==> src/rtl/uart_rx_pkg.sv <==
// Shared constants and helpers for the UART receive sampler/deserializer.
// Build option: define UART_RX_VOTE5_EN for a 5-sample vote (Prescale 16 or 32 only).
package uart_rx_pkg;

  localparam int unsigned DATA_WIDTH = 8;

  // Bit index within a frame, as reported by the edge/bit counter
  localparam logic [3:0] START_IDX      = 4'd0;
  localparam logic [3:0] FIRST_DATA_IDX = 4'd1;
  localparam logic [3:0] LAST_DATA_IDX  = 4'd8;
  localparam logic [3:0] PAR_IDX        = 4'd9;
  localparam logic [3:0] STOP_IDX_NOPAR = 4'd9;
  localparam logic [3:0] STOP_IDX_PAR   = 4'd10;

  localparam logic PAR_EVEN = 1'b0;
  localparam logic PAR_ODD  = 1'b1;

`ifdef UART_RX_VOTE5_EN
  localparam int unsigned NUM_SAMPLES = 5;
`else
  localparam int unsigned NUM_SAMPLES = 3;
`endif

  // True when more than half of the first n bits of s are set
  function automatic logic majority(input logic [4:0] s, input int unsigned n);
    int unsigned cnt;
    cnt = 0;
    for (int i = 0; i < 5; i++) begin
      if (i < int'(n)) cnt += {31'b0, s[i]};
    end
    return (2 * cnt) > n;
  endfunction

endpackage

==> src/rtl/uart_rx_sampler_deser_if.sv <==
// Result bundle of the sampler/deserializer towards the receiver FSM and data sink.
interface uart_rx_sampler_deser_if #(
  parameter int unsigned DATA_WIDTH = 8
);
  logic                  sampled_bit;
  logic                  sample_valid;
  logic [DATA_WIDTH-1:0] P_DATA;
  logic                  data_valid;
  logic                  strt_glitch;
  logic                  par_err;
  logic                  stp_err;

  modport master (
    output sampled_bit, sample_valid, P_DATA, data_valid, strt_glitch, par_err, stp_err
  );

  modport slave (
    input sampled_bit, sample_valid, P_DATA, data_valid, strt_glitch, par_err, stp_err
  );
endinterface

==> src/rtl/uart_rx_majority_vote.sv <==
// Captures RX_IN around mid-bit and majority-votes the samples once per bit.
// Sample count is 3, or 5 when UART_RX_VOTE5_EN is defined.
module uart_rx_majority_vote #(
  parameter int unsigned Prescale_Width = 6
) (
  input  logic                      CLK,
  input  logic                      RST,
  input  logic                      enable,
  input  logic                      halt,
  input  logic                      RX_IN,
  input  logic [Prescale_Width-1:0] Prescale,
  input  logic [Prescale_Width-1:0] edge_cnt,
  output logic                      decide,
  output logic                      vote,
  output logic                      sampled_bit,
  output logic                      sample_valid
);
  import uart_rx_pkg::*;

  localparam int unsigned Half = (NUM_SAMPLES - 1) / 2;

  logic [Prescale_Width-1:0] mid, first_pt, dec_pt;
  logic [NUM_SAMPLES-1:0]    samp_q;
  logic                      sampled_bit_q, sample_valid_q;

  assign mid      = Prescale >> 1;
  assign first_pt = mid - Prescale_Width'(Half);
  assign dec_pt   = first_pt + Prescale_Width'(NUM_SAMPLES);

  assign vote   = majority(5'(samp_q), NUM_SAMPLES);
  // Once a start glitch is seen the rest of the frame produces no decisions
  assign decide = enable && !halt && (edge_cnt == dec_pt);

  // Sample capture window; cleared whenever the frame is inactive
  always_ff @(posedge CLK) begin
    if (RST || !enable) begin
      samp_q <= '0;
    end else begin
      for (int i = 0; i < int'(NUM_SAMPLES); i++) begin
        if (edge_cnt == first_pt + Prescale_Width'(i)) samp_q[i] <= RX_IN;
      end
    end
  end

  // Voted bit register and its one-cycle valid pulse
  always_ff @(posedge CLK) begin
    if (RST) begin
      sampled_bit_q  <= 1'b0;
      sample_valid_q <= 1'b0;
    end else begin
      sample_valid_q <= decide;
      if (decide) sampled_bit_q <= vote;
    end
  end

  assign sampled_bit  = sampled_bit_q;
  assign sample_valid = sample_valid_q;

endmodule

==> src/rtl/uart_rx_sampler_deser.sv <==
// UART receive sampler/deserializer: votes each bit, shifts data LSB first,
// checks start/parity/stop and presents P_DATA with a one-cycle data_valid.
// Build option: UART_RX_VOTE5_EN selects the 5-sample vote in uart_rx_majority_vote.
module uart_rx_sampler_deser #(
  parameter int unsigned Prescale_Width = 6,
  parameter int unsigned DATA_WIDTH     = uart_rx_pkg::DATA_WIDTH
) (
  input  logic                      CLK,
  input  logic                      RST,
  input  logic                      RX_IN,
  input  logic                      enable,
  input  logic [Prescale_Width-1:0] Prescale,
  input  logic                      PAR_EN,
  input  logic                      PAR_TYP,
  input  logic [Prescale_Width-1:0] edge_cnt,
  input  logic [3:0]                bit_cnt,
  uart_rx_sampler_deser_if.master   rx_if
);
  import uart_rx_pkg::*;

  logic                  decide, vote;
  logic                  sampled_bit, sample_valid;
  logic [DATA_WIDTH-1:0] shift_q, shift_d, pdata_q, pdata_d;
  logic                  glitch_q, glitch_d, par_seen_q, par_seen_d;
  logic                  load_q, load_d;
  logic                  dv_q, dv_d, strt_q, strt_d, par_err_q, par_err_d, stp_q, stp_d;
  logic                  par_exp, is_stop, is_data;

  uart_rx_majority_vote #(
    .Prescale_Width (Prescale_Width)
  ) u_vote (
    .CLK          (CLK),
    .RST          (RST),
    .enable       (enable),
    .halt         (glitch_q),
    .RX_IN        (RX_IN),
    .Prescale     (Prescale),
    .edge_cnt     (edge_cnt),
    .decide       (decide),
    .vote         (vote),
    .sampled_bit  (sampled_bit),
    .sample_valid (sample_valid)
  );

  assign par_exp = (PAR_TYP == PAR_EVEN) ? ^shift_q : ~^shift_q;
  assign is_data = (bit_cnt >= FIRST_DATA_IDX) && (bit_cnt <= LAST_DATA_IDX);
  assign is_stop = (!PAR_EN && bit_cnt == STOP_IDX_NOPAR) || (PAR_EN && bit_cnt == STOP_IDX_PAR);

  // Per-bit actions at the vote decision and the deferred P_DATA load
  always_comb begin
    shift_d    = shift_q;
    pdata_d    = pdata_q;
    glitch_d   = glitch_q;
    par_seen_d = par_seen_q;
    load_d     = 1'b0;
    dv_d       = 1'b0;
    strt_d     = 1'b0;
    par_err_d  = 1'b0;
    stp_d      = 1'b0;
    if (!enable) begin
      shift_d    = '0;
      glitch_d   = 1'b0;
      par_seen_d = 1'b0;
    end else begin
      if (load_q) begin
        pdata_d = shift_q;
        dv_d    = 1'b1;
      end
      if (decide) begin
        if (bit_cnt == START_IDX) begin
          if (vote) begin
            strt_d   = 1'b1;
            glitch_d = 1'b1;
          end
        end else if (is_data) begin
          shift_d = {vote, shift_q[DATA_WIDTH-1:1]};
        end else if (PAR_EN && bit_cnt == PAR_IDX) begin
          if (vote != par_exp) begin
            par_err_d  = 1'b1;
            par_seen_d = 1'b1;
          end
        end else if (is_stop) begin
          if (!vote) stp_d = 1'b1;
          else if (!par_seen_q) load_d = 1'b1;
        end
      end
    end
  end

  // State and output pulse registers
  always_ff @(posedge CLK) begin
    if (RST) begin
      shift_q    <= '0;
      pdata_q    <= '0;
      glitch_q   <= 1'b0;
      par_seen_q <= 1'b0;
      load_q     <= 1'b0;
      dv_q       <= 1'b0;
      strt_q     <= 1'b0;
      par_err_q  <= 1'b0;
      stp_q      <= 1'b0;
    end else begin
      shift_q    <= shift_d;
      pdata_q    <= pdata_d;
      glitch_q   <= glitch_d;
      par_seen_q <= par_seen_d;
      load_q     <= load_d;
      dv_q       <= dv_d;
      strt_q     <= strt_d;
      par_err_q  <= par_err_d;
      stp_q      <= stp_d;
    end
  end

  assign rx_if.sampled_bit  = sampled_bit;
  assign rx_if.sample_valid = sample_valid;
  assign rx_if.P_DATA       = pdata_q;
  assign rx_if.data_valid   = dv_q;
  assign rx_if.strt_glitch  = strt_q;
  assign rx_if.par_err      = par_err_q;
  assign rx_if.stp_err      = stp_q;

endmodule

==> src/flat_wrapper.sv <==
// flat-port wrapper written by rule: the top's interface ports become plain ports
module uart_rx_sampler_deser_flat import uart_rx_pkg::*;
#(
  parameter int unsigned Prescale_Width = 6,
  parameter int unsigned DATA_WIDTH     = uart_rx_pkg::DATA_WIDTH
)
  (CLK, RST, RX_IN, enable, Prescale, PAR_EN, PAR_TYP, edge_cnt, bit_cnt, rx_if_sampled_bit, rx_if_sample_valid, rx_if_P_DATA, rx_if_data_valid, rx_if_strt_glitch, rx_if_par_err, rx_if_stp_err);
  uart_rx_sampler_deser_if #(.DATA_WIDTH(DATA_WIDTH)) rx_if_i ();
  input  logic CLK;
  input  logic RST;
  input  logic RX_IN;
  input  logic enable;
  input  logic [Prescale_Width-1:0] Prescale;
  input  logic PAR_EN;
  input  logic PAR_TYP;
  input  logic [Prescale_Width-1:0] edge_cnt;
  input  logic [3:0] bit_cnt;
  output wire logic [$bits(rx_if_i.sampled_bit)-1:0] rx_if_sampled_bit;
  output wire logic [$bits(rx_if_i.sample_valid)-1:0] rx_if_sample_valid;
  output wire logic [$bits(rx_if_i.P_DATA)-1:0] rx_if_P_DATA;
  output wire logic [$bits(rx_if_i.data_valid)-1:0] rx_if_data_valid;
  output wire logic [$bits(rx_if_i.strt_glitch)-1:0] rx_if_strt_glitch;
  output wire logic [$bits(rx_if_i.par_err)-1:0] rx_if_par_err;
  output wire logic [$bits(rx_if_i.stp_err)-1:0] rx_if_stp_err;
  assign rx_if_sampled_bit = rx_if_i.sampled_bit;
  assign rx_if_sample_valid = rx_if_i.sample_valid;
  assign rx_if_P_DATA = rx_if_i.P_DATA;
  assign rx_if_data_valid = rx_if_i.data_valid;
  assign rx_if_strt_glitch = rx_if_i.strt_glitch;
  assign rx_if_par_err = rx_if_i.par_err;
  assign rx_if_stp_err = rx_if_i.stp_err;
  uart_rx_sampler_deser #(.Prescale_Width(Prescale_Width), .DATA_WIDTH(DATA_WIDTH)) u_core (.CLK(CLK), .RST(RST), .RX_IN(RX_IN), .enable(enable), .Prescale(Prescale), .PAR_EN(PAR_EN), .PAR_TYP(PAR_TYP), .edge_cnt(edge_cnt), .bit_cnt(bit_cnt), .rx_if(rx_if_i));
endmodule
==> config.mk <==
export PLATFORM = sky130hd
export DESIGN_NAME = uart_rx_sampler_deser_flat
export DESIGN_NICKNAME = d
export VERILOG_FILES = /design/src/rtl/uart_rx_pkg.sv /design/src/rtl/uart_rx_sampler_deser_if.sv /design/src/rtl/uart_rx_majority_vote.sv /design/src/rtl/uart_rx_sampler_deser.sv /design/src/flat_wrapper.sv
export SDC_FILE = /design/constraint.sdc
export NUM_CORES = 1
export LEC_CHECK = 0
export BUFFER_PORTS_ARGS = -buffer_cell sky130_fd_sc_hd__buf_2
export CAP_MARGIN = 20
export CORE_AREA = 10 10 109 72
export DETAILED_ROUTE_END_ITERATION = 6
export DIE_AREA = 0 0 119 82
export GPL_TIMING_DRIVEN = 0
export SYNTH_ARGS = -nofsm -noshare
export SYNTH_HDL_FRONTEND = slang
export SYNTH_SLANG_ARGS = --single-unit
==> constraint.sdc <==
create_clock -name CLK -period 3 [get_ports CLK]
set_clock_uncertainty 0.2 [all_clocks]
set_input_delay 0.3 -clock CLK [delete_from_list [all_inputs] [get_ports CLK]]
set_output_delay 0.3 -clock CLK [all_outputs]
set_load 0.01 [all_outputs]
==> results_tabular.tex <==
\begin{tabular}{lr}
\hline
Metric & Value \\
\hline
\multicolumn{2}{l}{\textbf{Yosys}} \\
Proportion of register bits with asynchronous set or reset after synthesis & 0\% \\
Number of flops mapped to enable cells by yosys & 0 \\
Mean cell area of the mapped netlist & 8.37 um\^{}2 \\
Number of standard cells after synthesis & approximately 200 \\
Sequential area share after synthesis & 33.0\% \\
Mapped cell area & 1700 um\^{}2 \\
Cell variety after synth & 41 \\
Number of warnings printed during yosys synthesis & 0 \\
Number of synthesized register bits & 28 \\
Post-synth top flop & dfxtp\_1 \\
Number of nets produced by synthesis & 231 \\
\multicolumn{2}{l}{\textbf{Drt}} \\
Number of DRC violations after detailed routing & 0 \\
Mean number of vias per cell & around 4.6 \\
Via count & 1472 \\
Wire length reported by the detailed router & 4.01 mm \\
Average routed wire per standard cell & 12.5 um \\
TritonRoute pass-1 iters & 4 \\
First DRT Iteration DRCs & 64 \\
DRT antenna net count & 0 \\
\multicolumn{2}{l}{\textbf{Pwr}} \\
Areal power density over the cells & 396 nW/um\^{}2 \\
Lkg Pwr & 0.827 nW \\
Peak VDD IR & roughly 210 uV \\
Overall power after layout & 808 uW \\
\multicolumn{2}{l}{\textbf{Global routing}} \\
GRT Util Overall & 7.97\% \\
Maximum number of pins on one net before global-route repair & 17 \\
Number of antenna violations at the first check in global routing & 0 \\
Global-route wire length before repair & 6.53 mm \\
GRT overflow & 0 \\
Vias in the first global route & about 1300 \\
\multicolumn{2}{l}{\textbf{Clock tree}} \\
Cells resized by post-CTS repair & 0 \\
TritonCTS clock tree & done \\
CTS HTree Levels & 1 \\
Worst-path clk slew & around 0.090 ns \\
Master cell of the clock root buffer & clkbuf\_8 \\
Count of hold buffers inserted by post-cts repair & 0 \\
Later-pin clock latency in the skew report & $\sim$0.27 ns \\
Number of buffers added for setup after CTS & 0 \\
CTS buffer count & 3 \\
Maximum number of buffers from clock root to sink & 2 \\
\# clock sinks & 28 \\
\multicolumn{2}{l}{\textbf{Run}} \\
Number of maximum-capacitance violations & 0 \\
\multicolumn{2}{l}{\textbf{Setup path}} \\
CP bufs+invs & 2 \\
Biggest cell delay along the critical path & 0.37 ns \\
Series of cell instances along the critical path & buf\_2, inv\_1, ha\_1, xor2\_1, ha\_2, a21oi\_1, o41a\_1, a211o\_4, mux2\_4 \\
Data arrival time of the worst path & roughly 2.7 ns \\
Critical path type & input port to flop \\
Startpoint type of the worst setup path & input port \\
Critical Path Slowest Stage Cell & a211o\_4 \\
Top delay family on crit path & compound AO/OA/AOI/OAI gates \\
Critical Path End Type & flop \\
Worst EP required & 2.96 ns \\
Critical path peak fanout & 12 \\
\multicolumn{2}{l}{\textbf{Timing}} \\
Final critical-path required period & roughly 2.8 ns \\
Worst-margin pin slew & around 0.53 ns \\
Minimum setup slack in the final design & 0.233 ns \\
Setup repair after global routing missed its margin & no \\
Max frequency & around 360 MHz \\
Post-route fraction of the period consumed by the critical path & 92.2\% \\
Worst rel slew slack & between 60\% and 70\% \\
Number of hold violations in the final report & 0 \\
Final setup violation count & 0 \\
Pins Over Slew Limit & 0 \\
\multicolumn{2}{l}{\textbf{Die}} \\
Core area & 5890 um\^{}2 \\
Cell row count & 22 \\
I/O pin count & 36 \\
Die span in y & 82 um \\
Starting utilization of the core area & between 20\% and 30\% \\
Floorplan die area & a little under 10000 um\^{}2 \\
Chip Width & roughly 120 um \\
\multicolumn{2}{l}{\textbf{Place}} \\
Worst-case setup slack after placement & -0.480 ns \\
Routability congestion estimate & just over 0.8 \\
Quantity of I/O buffers inserted on ports & 32 \\
Number of cells in the design after placement & roughly 320 \\
Hpwl dp & roughly 3.4 mm \\
\multicolumn{2}{l}{\textbf{Run status}} \\
Outcome & finished clean \\
\multicolumn{2}{l}{\textbf{Finish}} \\
Final net count & between 200 and 300 \\
Layout cell share with drive strength beyond 1 & 20.7\% \\
Diodes inserted & 0 \\
Final instance count without filler cells & 321 \\
Area added between synthesis and finish & 19.9\% \\
Number of fillers in the final layout & about 630 \\
\multicolumn{2}{l}{\textbf{Min path}} \\
Path category of the worst min-delay check & input port to flop \\
\hline
\end{tabular}
-- cell type report --
cell class                      count  area, um^2  area share [%]
Multi-Input combinational cell    161        1080            52.9
Sequential cell                    28         561            27.5
Timing Repair Buffer               32         160            7.86
Tap cell                           84         105            5.16
Buffer                              8        46.3            2.27
Clock buffer                        3        41.3            2.03
Clock inverter                      1        30.0            1.47
Inverter                            4        15.0           0.737
-- flip-flops by register name (all words and copies together) (netlist names) --
signal,count
u_core.u_vote.sample_valid,1
u_core.rx_if.par_err,1
u_core.glitch_q,1
u_core.rx_if.P_DATA,8
u_core.par_seen_q,1
u_core.u_vote.sampled_bit,1
u_core.rx_if.strt_glitch,1
u_core.load_q,1
u_core.rx_if.stp_err,1
u_core.u_vote.samp_q,3
u_core.rx_if.data_valid,1
u_core.shift_q,8
-- layout by cell type (no fill, tap or decap), types with 2 or more instances in the layout --
cell and instances:
a211oi_1 3, a21oi_1 11, and3_1 3, buf_2 33, buf_6 2, clkbuf_1 4, clkbuf_8 3, dfxtp_1 28
ha_1 5, inv_1 4, mux2i_1 12, nand2_1 29, nand2b_1 2, nand3_1 12, nand4_1 3, nand4b_1 2
nor2_1 14, nor2b_1 3, nor3_1 8, o21a_1 2, o21ai_0 6, o31ai_1 2, or2_2 2, xnor2_1 18
xor2_1 6
-- final timing paths --
| kind | slack [ns] | cells past startpoint | from | end |
|---|---|---|---|---|
| hold reg to reg | 0.25 | 2 | u_core.rx_if.P_DATA[4] | u_core.rx_if.P_DATA[4] |
| hold / removal | 0.11 | 3 | RX_IN | u_core.u_vote.samp_q[0] |
| setup / recovery | 0.23 | 9 | Prescale[1] | u_core.u_vote.sampled_bit |
| setup reg to reg | 0.80 | 7 | u_core.u_vote.samp_q[0] | u_core.par_seen_q |
-- cells by family (layout without fill, tap and decap cells) --
kind of cell / after synthesis / after routing / share of synthesized area [%]
simple gates: 84 / 84 / 24.2
compound gates: 34 / 34 / 14.0
flops: 28 / 28 / 33.0
xor+xnor: 24 / 24 / 12.4
buf+inv: 14 / 48 / 4.05
mux: 13 / 13 / 7.95
fa+ha+maj: 6 / 6 / 4.42
-- synthesized netlist by cell type (4+ instances only) --
master | number | area [um^2]
o21ai_0 | 6 | 30.0
nand2_1 | 29 | 109
xor2_1 | 6 | 52.6
nand3_1 | 12 | 60.1
ha_1 | 6 | 75.1
nor3_1 | 8 | 40.0
clkbuf_1 | 6 | 22.5
xnor2_1 | 18 | 158
mux2i_1 | 12 | 120
dfxtp_1 | 28 | 561
a21oi_1 | 11 | 55.1
inv_1 | 4 | 15.0
nor2_1 | 14 | 52.6
-- power breakdown --
group / internal [mW] / switching (mW) / leakage, nW / total [mW]
Sequential: 0.372 / 0.000134 / 0.225 / 0.372
Clock: 0.179 / 0.112 / 0.0357 / 0.290
Combinational: 0.0586 / 0.0869 / 0.566 / 0.146
-- routing by layer --
metal | vias to the layer above | global-route usage, % | wire [um]
li1 | 778 | - | -
met1 | 666 | 11.8 | 2200
met2 | 26 | 11.2 | 1520
met3 | 2 | 2.33 | 264
met4 | 0 | 1.09 | 26
met5 | - | 0 | 0
-- through the flow --
stage / hold WS [ns] / setup TNS, ns / area, um^2 / util, %
global route: 0.104 / 0 / 2040 / 34.6
finish: 0.108 / 0 / 2040 / 34.6
floorplan: 0.225 / 0 / 1700 / -
global placement: 0.237 / -6.10 / 1960 / 33.3
detailed placement: 0.243 / -6.86 / 1960 / 33.3
CTS: 0.106 / 0 / 2030 / 34.5
-- worst min-delay path, stage by stage --
cell and delay (ns):
buf_2 0.10, mux2i_1 0.06, nor2_1 0.08
Note: power is estimated with default switching activity, not from simulation.
